`src/rtl/rasteriser_pkg.sv`:
```
// Shared types, widths and small helpers for the triangle setup block.
package rasteriser_pkg;

    localparam int COORD_W = 16;   // unsigned 12.4 vertex coordinate
    localparam int STEP_W  = 17;   // signed difference of two coordinates
    localparam int EDGE_W  = 25;   // signed 20.4 edge value
    localparam int AREA_W  = 24;   // unsigned 20.4 doubled area
    localparam int PIX_W   = 12;   // integer pixel index
    localparam int FRAC_W  = 4;    // fractional bits of a coordinate
    localparam int PROD_W  = 2 * STEP_W;

    typedef enum logic [2:0] {
        IDLE  = 3'd0,
        SETUP = 3'd1,
        MUL   = 3'd2,
        FIX   = 3'd3,
        OUT   = 3'd4
    } state_e;

    function automatic logic [PIX_W-1:0] min3(input logic [PIX_W-1:0] a,
                                              input logic [PIX_W-1:0] b,
                                              input logic [PIX_W-1:0] c);
        logic [PIX_W-1:0] m;
        m = (a < b) ? a : b;
        return (m < c) ? m : c;
    endfunction

    function automatic logic [PIX_W-1:0] max3(input logic [PIX_W-1:0] a,
                                              input logic [PIX_W-1:0] b,
                                              input logic [PIX_W-1:0] c);
        logic [PIX_W-1:0] m;
        m = (a > b) ? a : b;
        return (m > c) ? m : c;
    endfunction

    // a - b of two unsigned coordinates, always representable in STEP_W bits
    function automatic logic signed [STEP_W-1:0] sdiff(input logic [COORD_W-1:0] a,
                                                       input logic [COORD_W-1:0] b);
        return $signed({1'b0, a}) - $signed({1'b0, b});
    endfunction

endpackage

```
`src/rtl/edge_mul.sv`:
```
// Shared signed 17x17 multiplier used for every edge-function product.
module edge_mul
    import rasteriser_pkg::*;
(
    input  logic signed [STEP_W-1:0] a_i,
    input  logic signed [STEP_W-1:0] b_i,
    output logic signed [PROD_W-1:0] p_o
);

    assign p_o = PROD_W'(a_i) * PROD_W'(b_i);

endmodule

```
`src/rtl/tri_setup.sv`:
```
// Triangle setup: bbox, edge steps and edge start values through one multiplier.
//
//   state | meaning
//   IDLE  | waiting for a vertex set; vertices latched on accept
//   SETUP | differences and bounding box registered
//   MUL   | eight products, two per edge function plus two for the area
//   FIX   | orientation fix-up, degenerate / off-screen drop
//   OUT   | result presented until the consumer takes it
module tri_setup
    import rasteriser_pkg::*;
#(
    parameter int SCREEN_W = 640,
    parameter int SCREEN_H = 480
) (
    input  logic               clock_i,
    input  logic               reset_i,
    input  logic [COORD_W-1:0] v0x_i,
    input  logic [COORD_W-1:0] v0y_i,
    input  logic [COORD_W-1:0] v1x_i,
    input  logic [COORD_W-1:0] v1y_i,
    input  logic [COORD_W-1:0] v2x_i,
    input  logic [COORD_W-1:0] v2y_i,
    input  logic               valid_i,
    output logic               busy_o,
    output logic [AREA_W-1:0]  area_o,
    output logic [STEP_W-1:0]  dl_w0_col_o,
    output logic [STEP_W-1:0]  dl_w1_col_o,
    output logic [STEP_W-1:0]  dl_w2_col_o,
    output logic [STEP_W-1:0]  dl_w0_row_o,
    output logic [STEP_W-1:0]  dl_w1_row_o,
    output logic [STEP_W-1:0]  dl_w2_row_o,
    output logic [EDGE_W-1:0]  w0_row_o,
    output logic [EDGE_W-1:0]  w1_row_o,
    output logic [EDGE_W-1:0]  w2_row_o,
    output logic [PIX_W-1:0]   x_min_o,
    output logic [PIX_W-1:0]   y_min_o,
    output logic [PIX_W-1:0]   x_max_o,
    output logic [PIX_W-1:0]   y_max_o,
    output logic               valid_o,
    input  logic               busy_i
);

    localparam logic [PIX_W-1:0] X_LIM = PIX_W'(SCREEN_W - 1);
    localparam logic [PIX_W-1:0] Y_LIM = PIX_W'(SCREEN_H - 1);

    state_e state_q, state_d;
    logic [2:0] cnt_q;

    logic [COORD_W-1:0] vx_q [3];
    logic [COORD_W-1:0] vy_q [3];

    // Edge K runs from vertex a=(K+1)%3 to b=(K+2)%3.
    // ed_* = b - a, pd_* = p - a, a2_* = v2 - v0 (area operands).
    logic signed [STEP_W-1:0] ed_x_q [3];
    logic signed [STEP_W-1:0] ed_y_q [3];
    logic signed [STEP_W-1:0] pd_x_q [3];
    logic signed [STEP_W-1:0] pd_y_q [3];
    logic signed [STEP_W-1:0] a2_x_q, a2_y_q;

    logic signed [PROD_W-1:0] acc_q;
    logic signed [EDGE_W-1:0] res_q [4];   // w0, w1, w2, area before fix-up

    logic [PIX_W-1:0]  xmin_q, ymin_q, xmax_q, ymax_q;
    logic [AREA_W-1:0] area_q;
    logic [STEP_W-1:0] col_q [3];
    logic [STEP_W-1:0] row_q [3];
    logic [EDGE_W-1:0] w_q [3];

    logic [PIX_W-1:0]   bx_min, bx_max, by_min, by_max;
    logic [COORD_W-1:0] px, py;

    logic signed [STEP_W-1:0] mul_a, mul_b;
    logic signed [PROD_W-1:0] prod;
    logic signed [PROD_W:0]   diff_full, diff_sh;
    logic signed [EDGE_W-1:0] edge_val;

    logic                     neg, drop;
    logic signed [EDGE_W-1:0] area_abs;

    // Bounding box from the integer parts of the latched vertices
    always_comb begin
        bx_min = min3(vx_q[0][COORD_W-1:FRAC_W], vx_q[1][COORD_W-1:FRAC_W], vx_q[2][COORD_W-1:FRAC_W]);
        bx_max = max3(vx_q[0][COORD_W-1:FRAC_W], vx_q[1][COORD_W-1:FRAC_W], vx_q[2][COORD_W-1:FRAC_W]);
        by_min = min3(vy_q[0][COORD_W-1:FRAC_W], vy_q[1][COORD_W-1:FRAC_W], vy_q[2][COORD_W-1:FRAC_W]);
        by_max = max3(vy_q[0][COORD_W-1:FRAC_W], vy_q[1][COORD_W-1:FRAC_W], vy_q[2][COORD_W-1:FRAC_W]);
        px     = {bx_min, {FRAC_W{1'b0}}};
        py     = {by_min, {FRAC_W{1'b0}}};
    end

    // Multiplier operand select: even count is (bx-ax)*(py-ay), odd is (by-ay)*(px-ax)
    always_comb begin
        mul_a = '0;
        mul_b = '0;
        if (cnt_q[2:1] == 2'd3) begin
            mul_a = cnt_q[0] ? ed_y_q[2] : ed_x_q[2];
            mul_b = cnt_q[0] ? a2_x_q    : a2_y_q;
        end else begin
            mul_a = cnt_q[0] ? ed_y_q[cnt_q[2:1]] : ed_x_q[cnt_q[2:1]];
            mul_b = cnt_q[0] ? pd_x_q[cnt_q[2:1]] : pd_y_q[cnt_q[2:1]];
        end
    end

    edge_mul u_mul (
        .a_i (mul_a),
        .b_i (mul_b),
        .p_o (prod)
    );

    // Full-precision edge difference, dropped to 20.4 by an arithmetic shift
    always_comb begin
        diff_full = (PROD_W+1)'(acc_q) - (PROD_W+1)'(prod);
        diff_sh   = diff_full >>> FRAC_W;
        edge_val  = diff_sh[EDGE_W-1:0];
    end

    // Orientation and drop decisions taken in FIX
    always_comb begin
        neg      = res_q[3][EDGE_W-1];
        area_abs = neg ? -res_q[3] : res_q[3];
        drop     = (res_q[3] == '0) || (xmin_q > X_LIM) || (ymin_q > Y_LIM);
    end

    // Next-state logic
    always_comb begin
        state_d = state_q;
        unique case (state_q)
            IDLE:    if (valid_i) state_d = SETUP;
            SETUP:   state_d = MUL;
            MUL:     if (cnt_q == 3'd7) state_d = FIX;
            FIX:     state_d = drop ? IDLE : OUT;
            OUT:     if (!busy_i) state_d = IDLE;
            default: state_d = IDLE;
        endcase
    end

    // State and product counter
    always_ff @(posedge clock_i or negedge reset_i) begin
        if (!reset_i) begin
            state_q <= IDLE;
            cnt_q   <= '0;
        end else begin
            state_q <= state_d;
            cnt_q   <= (state_q == MUL) ? cnt_q + 3'd1 : 3'd0;
        end
    end

    // Datapath: vertex capture, differences, products and fix-up
    always_ff @(posedge clock_i or negedge reset_i) begin
        if (!reset_i) begin
            for (int k = 0; k < 3; k++) begin
                vx_q[k]   <= '0;
                vy_q[k]   <= '0;
                ed_x_q[k] <= '0;
                ed_y_q[k] <= '0;
                pd_x_q[k] <= '0;
                pd_y_q[k] <= '0;
                col_q[k]  <= '0;
                row_q[k]  <= '0;
                w_q[k]    <= '0;
            end
            for (int k = 0; k < 4; k++) res_q[k] <= '0;
            a2_x_q <= '0;
            a2_y_q <= '0;
            acc_q  <= '0;
            xmin_q <= '0;
            ymin_q <= '0;
            xmax_q <= '0;
            ymax_q <= '0;
            area_q <= '0;
        end else begin
            unique case (state_q)
                IDLE: if (valid_i) begin
                    vx_q[0] <= v0x_i;
                    vy_q[0] <= v0y_i;
                    vx_q[1] <= v1x_i;
                    vy_q[1] <= v1y_i;
                    vx_q[2] <= v2x_i;
                    vy_q[2] <= v2y_i;
                end
                SETUP: begin
                    for (int k = 0; k < 3; k++) begin
                        ed_x_q[k] <= sdiff(vx_q[(k+2)%3], vx_q[(k+1)%3]);
                        ed_y_q[k] <= sdiff(vy_q[(k+2)%3], vy_q[(k+1)%3]);
                        pd_x_q[k] <= sdiff(px, vx_q[(k+1)%3]);
                        pd_y_q[k] <= sdiff(py, vy_q[(k+1)%3]);
                    end
                    a2_x_q <= sdiff(vx_q[2], vx_q[0]);
                    a2_y_q <= sdiff(vy_q[2], vy_q[0]);
                    xmin_q <= bx_min;
                    ymin_q <= by_min;
                    xmax_q <= (bx_max > X_LIM) ? X_LIM : bx_max;
                    ymax_q <= (by_max > Y_LIM) ? Y_LIM : by_max;
                end
                MUL: begin
                    if (!cnt_q[0]) acc_q <= prod;
                    else           res_q[cnt_q[2:1]] <= edge_val;
                end
                FIX: if (!drop) begin
                    area_q <= area_abs[AREA_W-1:0];
                    for (int k = 0; k < 3; k++) begin
                        w_q[k]   <= neg ? -res_q[k] : res_q[k];
                        col_q[k] <= neg ? ed_y_q[k] : -ed_y_q[k];
                        row_q[k] <= neg ? -ed_x_q[k] : ed_x_q[k];
                    end
                end
                default: ;
            endcase
        end
    end

    assign busy_o      = (state_q != IDLE);
    assign valid_o     = (state_q == OUT);
    assign area_o      = area_q;
    assign dl_w0_col_o = col_q[0];
    assign dl_w1_col_o = col_q[1];
    assign dl_w2_col_o = col_q[2];
    assign dl_w0_row_o = row_q[0];
    assign dl_w1_row_o = row_q[1];
    assign dl_w2_row_o = row_q[2];
    assign w0_row_o    = w_q[0];
    assign w1_row_o    = w_q[1];
    assign w2_row_o    = w_q[2];
    assign x_min_o     = xmin_q;
    assign y_min_o     = ymin_q;
    assign x_max_o     = xmax_q;
    assign y_max_o     = ymax_q;

endmodule

```
`config.mk`:
```
export PLATFORM = sky130hd
export DESIGN_NAME = tri_setup
export DESIGN_NICKNAME = d
export VERILOG_FILES = /design/src/rtl/rasteriser_pkg.sv /design/src/rtl/edge_mul.sv /design/src/rtl/tri_setup.sv
export SDC_FILE = /design/constraint.sdc
export NUM_CORES = 2
export LEC_CHECK = 0
export BUFFER_PORTS_ARGS = -buffer_cell sky130_fd_sc_hd__buf_4
export CAP_MARGIN = 20
export CORE_ASPECT_RATIO = 1.5
export CORE_UTILIZATION = 65
export CTS_CLUSTER_SIZE = 12
export DETAILED_ROUTE_END_ITERATION = 7
export HOLD_SLACK_MARGIN = 0.06
export PLACE_DENSITY_LB_ADDON = 0.05
export SLEW_MARGIN = 20
export SYNTH_ARGS = -nofsm -noshare
export SYNTH_HDL_FRONTEND = slang
export SYNTH_SLANG_ARGS = --single-unit
```
`constraint.sdc`:
```
create_clock -name clock_i -period 25.7 [get_ports clock_i]
set_input_delay 1.285 -clock clock_i [delete_from_list [all_inputs] [get_ports clock_i]]
set_output_delay 1.285 -clock clock_i [all_outputs]
set_load 0.05 [all_outputs]
```
Yosys cells after proc, flatten, opt, wreduce, memory -nomap -nowiden
Index checks and enable logic that the tools add are counted.
Cells by class
  eq/ne operators: 9
  mux-type cells: 47
  add/subtract/negate cells: 26
  $mul: 1
  bitwise gates (word level): 3
  magnitude comparators: 14
  reductions and logical operators: 11
Operators by type and width (count)
  $mux 17: 20
  $sub 16x16->17: 14
  $bmux 17 s2: 4
  $mux 12: 10
  $neg 17->17: 6
  $bwmux 100: 1
  $mux 25: 4
  $neg 25->25: 3
  $demux 25 s2: 1
  $gt 12x12->1: 4
  $lt 12x12->1: 4
  $mul 17x17->29: 1
  $sub 29x29->29: 1
  $logic_not 25->1: 1
  $gt 12x10->1 const B: 2
  $gt 12x9->1 const B: 2
  $mux 24: 1
  $neg 24->24: 1
  $mux 3: 5
  $pmux 3 s5: 1
  $reduce_and 2->1: 4
  $eq 3x2->1 const B: 2
  $eq 3x3->1 const B: 2
  $ne 2x2->1 const B: 3
  other kinds (12): 14
Word-level totals
  word-level logic and storage cells: 152
  bits of input ports: 100
  output and inout bits: 251
  register bits after elaboration: 718

Depth between registers and ports, before layout
  depth after elaboration: 9
  gate-level depth with buffers: 46
  mapped depth without buffers: 39

Modules after synthesis
From an unflattened synthesis, not the netlist that was laid out.
Unflattened totals
  cell total of the unflattened synthesis: 5985
  area, all modules: 55341.8 um^2
Modules (own cells, without submodules)
  tri_setup: cells each 4704, sequential area each 17917.2 um^2, area each 43952.2 um^2, times used 1
  edge_mul: cells each 1281, sequential area each 0.0 um^2, area each 11389.7 um^2, times used 1

Worst setup path before layout
OpenSTA, ideal clock, no wires.
  path kind: register to register
  start point: register cnt_q[1]
  end point: register res_q, in the netlist neg
  slack: 14988 ps
  data arrival time: 10594 ps
  buffers on the path: 7
  setup time: 118 ps
  period minus slack after synthesis: 10712 ps
  data required time: 25582 ps
  stages on the path, launching flop included: 44
  path through: dfrtp_1 -> buf_6 -> buf_8 -> buf_6 -> buf_1 -> clkbuf_1 -> clkbuf_1 -> mux2i_1 -> o21ai_0 -> a21oi_1 -> clkbuf_1 -> nor2_1 -> fa_1 -> inv_1 -> fa_1 -> fa_1 -> inv_1 -> fa_1 -> [8 not listed] -> or3_1 -> nand3_1 -> a21o_1 -> a21oi_1 -> xor2_1 -> ha_1 -> nand4_1 -> nor3_1 -> nand2_1 -> a211oi_2 -> nor3b_1 -> maj3_2 -> maj3_2 -> maj3_2 -> maj3_2 -> a211oi_2 -> a21oi_1 -> a21o_1
Between the ends
  cells in the longest elaborated chain, start to end: 9
RTL lines
  start, declared: RTL line tri_setup.sv:47  | logic [2:0] cnt_q;
  start signal, assigned: RTL line tri_setup.sv:143  | cnt_q <= (state_q == MUL) ? cnt_q + 3'd1 : 3'd0;
  $not 2->3 (implied by the code): RTL line tri_setup.sv:98, tri_setup.sv:99, tri_setup.sv:196
  $bmux 17 s2 (on tied branches): RTL line tri_setup.sv:98, tri_setup.sv:99
  $mux 17 (on tied branches) (3 in series): RTL line tri_setup.sv:98, tri_setup.sv:99
  $mux 17: RTL line tri_setup.sv:94  | if (cnt_q[2:1] == 2'd3) begin
  $mul 17x17->29: RTL line edge_mul.sv:10  | assign p_o = PROD_W'(a_i) * PROD_W'(b_i);
  $sub 29x29->29: RTL line tri_setup.sv:111  | diff_full = (PROD_W+1)'(acc_q) - (PROD_W+1)'(prod);
  $bwmux 100 *: RTL line tri_setup.sv:196  | else res_q[cnt_q[2:1]] <= edge_val;
  end signal, assigned by index: RTL line tri_setup.sv:196
  end, declared: RTL line tri_setup.sv:61  | logic signed [EDGE_W-1:0] res_q [4];
Every way passes the cells marked *; elsewhere a longest branch is shown, timed or not. The select of a mux whose other input is x is not followed.
A chain may end at the register's enable or synchronous reset.

Worst setup path after layout
  start point: register cnt_q[2]
  end point: register res_q[49] (netlist bit)
The elaborated chain is that of the path after synthesis.

==> impl_metrics.toml <==
[outcome]
status = "finished clean"

[global_routing]
grt_max_degree = 177
grt_pass1_vias = 43292
grt_remaining_overflow = 0
grt_first_pass_wirelength_um = 252900
antenna_found_initial = 5
gr-usage-all-layers_pct = 41.20

[clock_network]
cts_buffer_depth = 3
root_buffer = "clkbuf_16"
cts_sinks = 716
cts_tree = "built"
cts_resized = 0
cts_buffers = 74
clk_latency_ns = 0.69
cts_htree_levels = 3
post_cts_buffers = 0
hold_buffers = 0
clkTransAtPathRegs_ns = 0.06

[logic_synthesis]
yosysMostFrequentCell = "nand2_1"
synth_fp_nets = 6537
synthAdderAreaFrac_pct = 19.21
netlist_area_mm2 = 0.05271
synth_edf_count = 0
synthSimpleGateAreaFrac_pct = 13.58
yosysTopAreaCell = "dfrtp_1"
synth.top_cells.by_count = "nand2_1 (871), o21ai_0 (735), dfrtp_1 (716)"
synth_ff_type = "dfrtp_1"
synthCells = 5788
avgSynthCellArea_um2 = 9.107
synth-seq-cells = 716
synth_compound_area_share_pct = 14.94
yosysSeqAreaShare_pct = 33.99
synth_mux_area_share_pct = 5.740
yosys-top-cells-area = "dfrtp_1 (34%), fa_1 (9.9%), ha_1 (9.2%)"
yosysTopAreaCellShare_pct = 33.99
synthDistinctLibCells = 76
yosys_warnings = 0
synth_top_family_by_area = "adder cells"
synth_xor_area_share_pct = 6.701
synthArstFlopShare_pct = 100.0

[worst_setup_path]
start_kind = "flop"
cp_common_cell = "fa_1"
crit-reg2reg-launch = "cnt_q[2]$_DFF_PN0_"
crit_arrival_ns = 12.01
crit_fanout = 35
rrSetupSlack_ns = 14.25
path_delay_family = "adder cells"
critical_path_class = "reg -> reg"
critical_path_buf_inv_count = 5
cp-end-kind = "flop"
required_ns = 26.26
cpPeakStageDelay_ns = 0.88
reg2reg_depth = 34
r2r-end = "res_q[49]$_DFFE_PN0P_"
critPathSlowestCell = "o211ai_1"

[min_path]
hold_depth = 2
hold_class = "reg -> reg"
min_from = "a2_x_q[2]$_DFFE_PN0P_"
worst_hold_path.endpoint = "a2_x_q[2]$_DFFE_PN0P_"

[finish]
finish.utilization_pct = 73.01
fin_nets = 6770
multiInputGateArea_mm2 = 0.03180
syn_to_final_growth_pct = 10.93
drive_gt1_share_pct = 12.02
regArea_mm2 = 0.01793
fill_cells = 6253

[detailed_routing]
first_pass_iters = 6
routed_wl_um = 166500
wire_per_inst_um = 23.49
ant_nets = 0
num_vias = 43461
drt-initial-drc-count = 3346
drc_errors = 0
viasPerCell = 6.130

[timing]
slew-limit-headroom_pct = 15.82
tns_ns = 0
finalHoldViolations = 0
fmax_mhz = 87.37
slew_viol_final = 0
setup_viol = 0
worstMarginPinSlew_ns = 1.258
rsz0062_at_grt = "no"
clock_skew_ns = 0.04086
fin_crit_sh_pct = 44.53
period_needed_ns = 11.45

[place]
hpwl_um = 129600
gp_congestion = 1.026
port_buffers = 350

[run]
cap_violations = 0

[die]
die_x_um = 234.5
initial_core_util_pct = 65.82
die-area_mm2 = 0.08226
ios = 351
core_region_area_mm2 = 0.08009
std_cell_rows = 127
die_h_um = 350.8
per-stage QoR:
step | area (µm²) | hold WS (ns) | setup WS [ns] | instances
after detailed placement | 56160 | 0.4621 | 14.04 | 6976
after CTS | 58420 | 0.4781 | 14.03 | 7088
after global routing | 58470 | 0.5014 | 13.65 | 7089
after global placement | 56140 | 0.4561 | 14.20 | 6975
after floorplan | 52710 | 0.4403 | 14.99 | 5788
final | 58470 | 0.4757 | 14.25 | 7090
worst max path at each step:
stage | start | end | slack (ns) | cells past startpoint
2_1_floorplan | cnt_q[1]$_DFF_PN0_ | neg$_DFFE_PN0P_ | 14.99 | 43
3_3_place_gp | cnt_q[1]$_DFF_PN0_ | res_q[49]$_DFFE_PN0P_ | 14.20 | 34
3_5_place_dp | cnt_q[1]$_DFF_PN0_ | res_q[49]$_DFFE_PN0P_ | 14.04 | 34
4_1_cts | cnt_q[1]$_DFF_PN0_ | res_q[49]$_DFFE_PN0P_ | 14.03 | 34
5_1_grt | cnt_q[1]$_DFF_PN0_ | res_q[49]$_DFFE_PN0P_ | 13.65 | 35
6_report | cnt_q[2]$_DFF_PN0_ | res_q[49]$_DFFE_PN0P_ | 14.25 | 34
layout by cell type, fill, tap and decap left out, drive strengths merged, types with 89 or more instances in the layout:
cell / count
a21oi: 170
buf: 411
clkbuf: 97
dfrtp: 716
fa: 261
ha: 388
inv: 551
mux2: 138
nand2: 871
nor2: 343
o21ai: 737
o31ai: 89
xnor2: 196
xor2: 202
kinds of logic (layout without fill, tap and decap cells):
group	after synthesis	after routing
compound gates	1337	1337
xor+xnor	400	400
simple gates	1639	1639
buf+inv	803	1072
fa+ha+maj	653	653
mux	240	240
flops	716	716
other cells	0	1
state kept, by name (all words and copies together), names as in the netlist, 24 cells and up:
signal	cells
ed_x_q	51
ed_y_q	51
w0_row_o	25
w1_row_o	25
vx_q	48
area_o	24
vy_q	48
pd_y_q	51
acc_q	29
w2_row_o	25
pd_x_q	51
res_q	99
worst reg2reg max path: cells and delay by family (launching register included):
family | cells | cell delay (ns)
DFF | 1 | 0.84
and+or+nand+nor | 3 | 0.95
xor gates and xnor gates | 1 | 0.21
buffers and inverters | 5 | 0.72
AOI/OAI and AO/OA | 14 | 3.88
adders and majority gates | 11 | 4.73
per-layer routing:
layer / global-route usage [%] / vias up / wire length, µm
met2: 66.99 / 1775 / 78800
met5: 0 / - / 38
met1: 47.05 / 21108 / 59980
met3: 7.482 / 645 / 11550
li1: - / 19927 / -
met4: 34.33 / 6 / 16180
area by class of cell:
type                            count  area share (%)
Multi-Input combinational cell   4269           54.39
Timing Repair Buffer              411           5.339
Inverter                          549           3.524
Antenna cell                        1        0.004280
Clock inverter                     15          0.3681
Clock buffer                       97           3.505
Sequential cell                   716           30.66
Tap cell                         1032           2.208
Power is not shown: default switching activity piles up to over one toggle a cycle in this logic, so the estimate is an artifact.
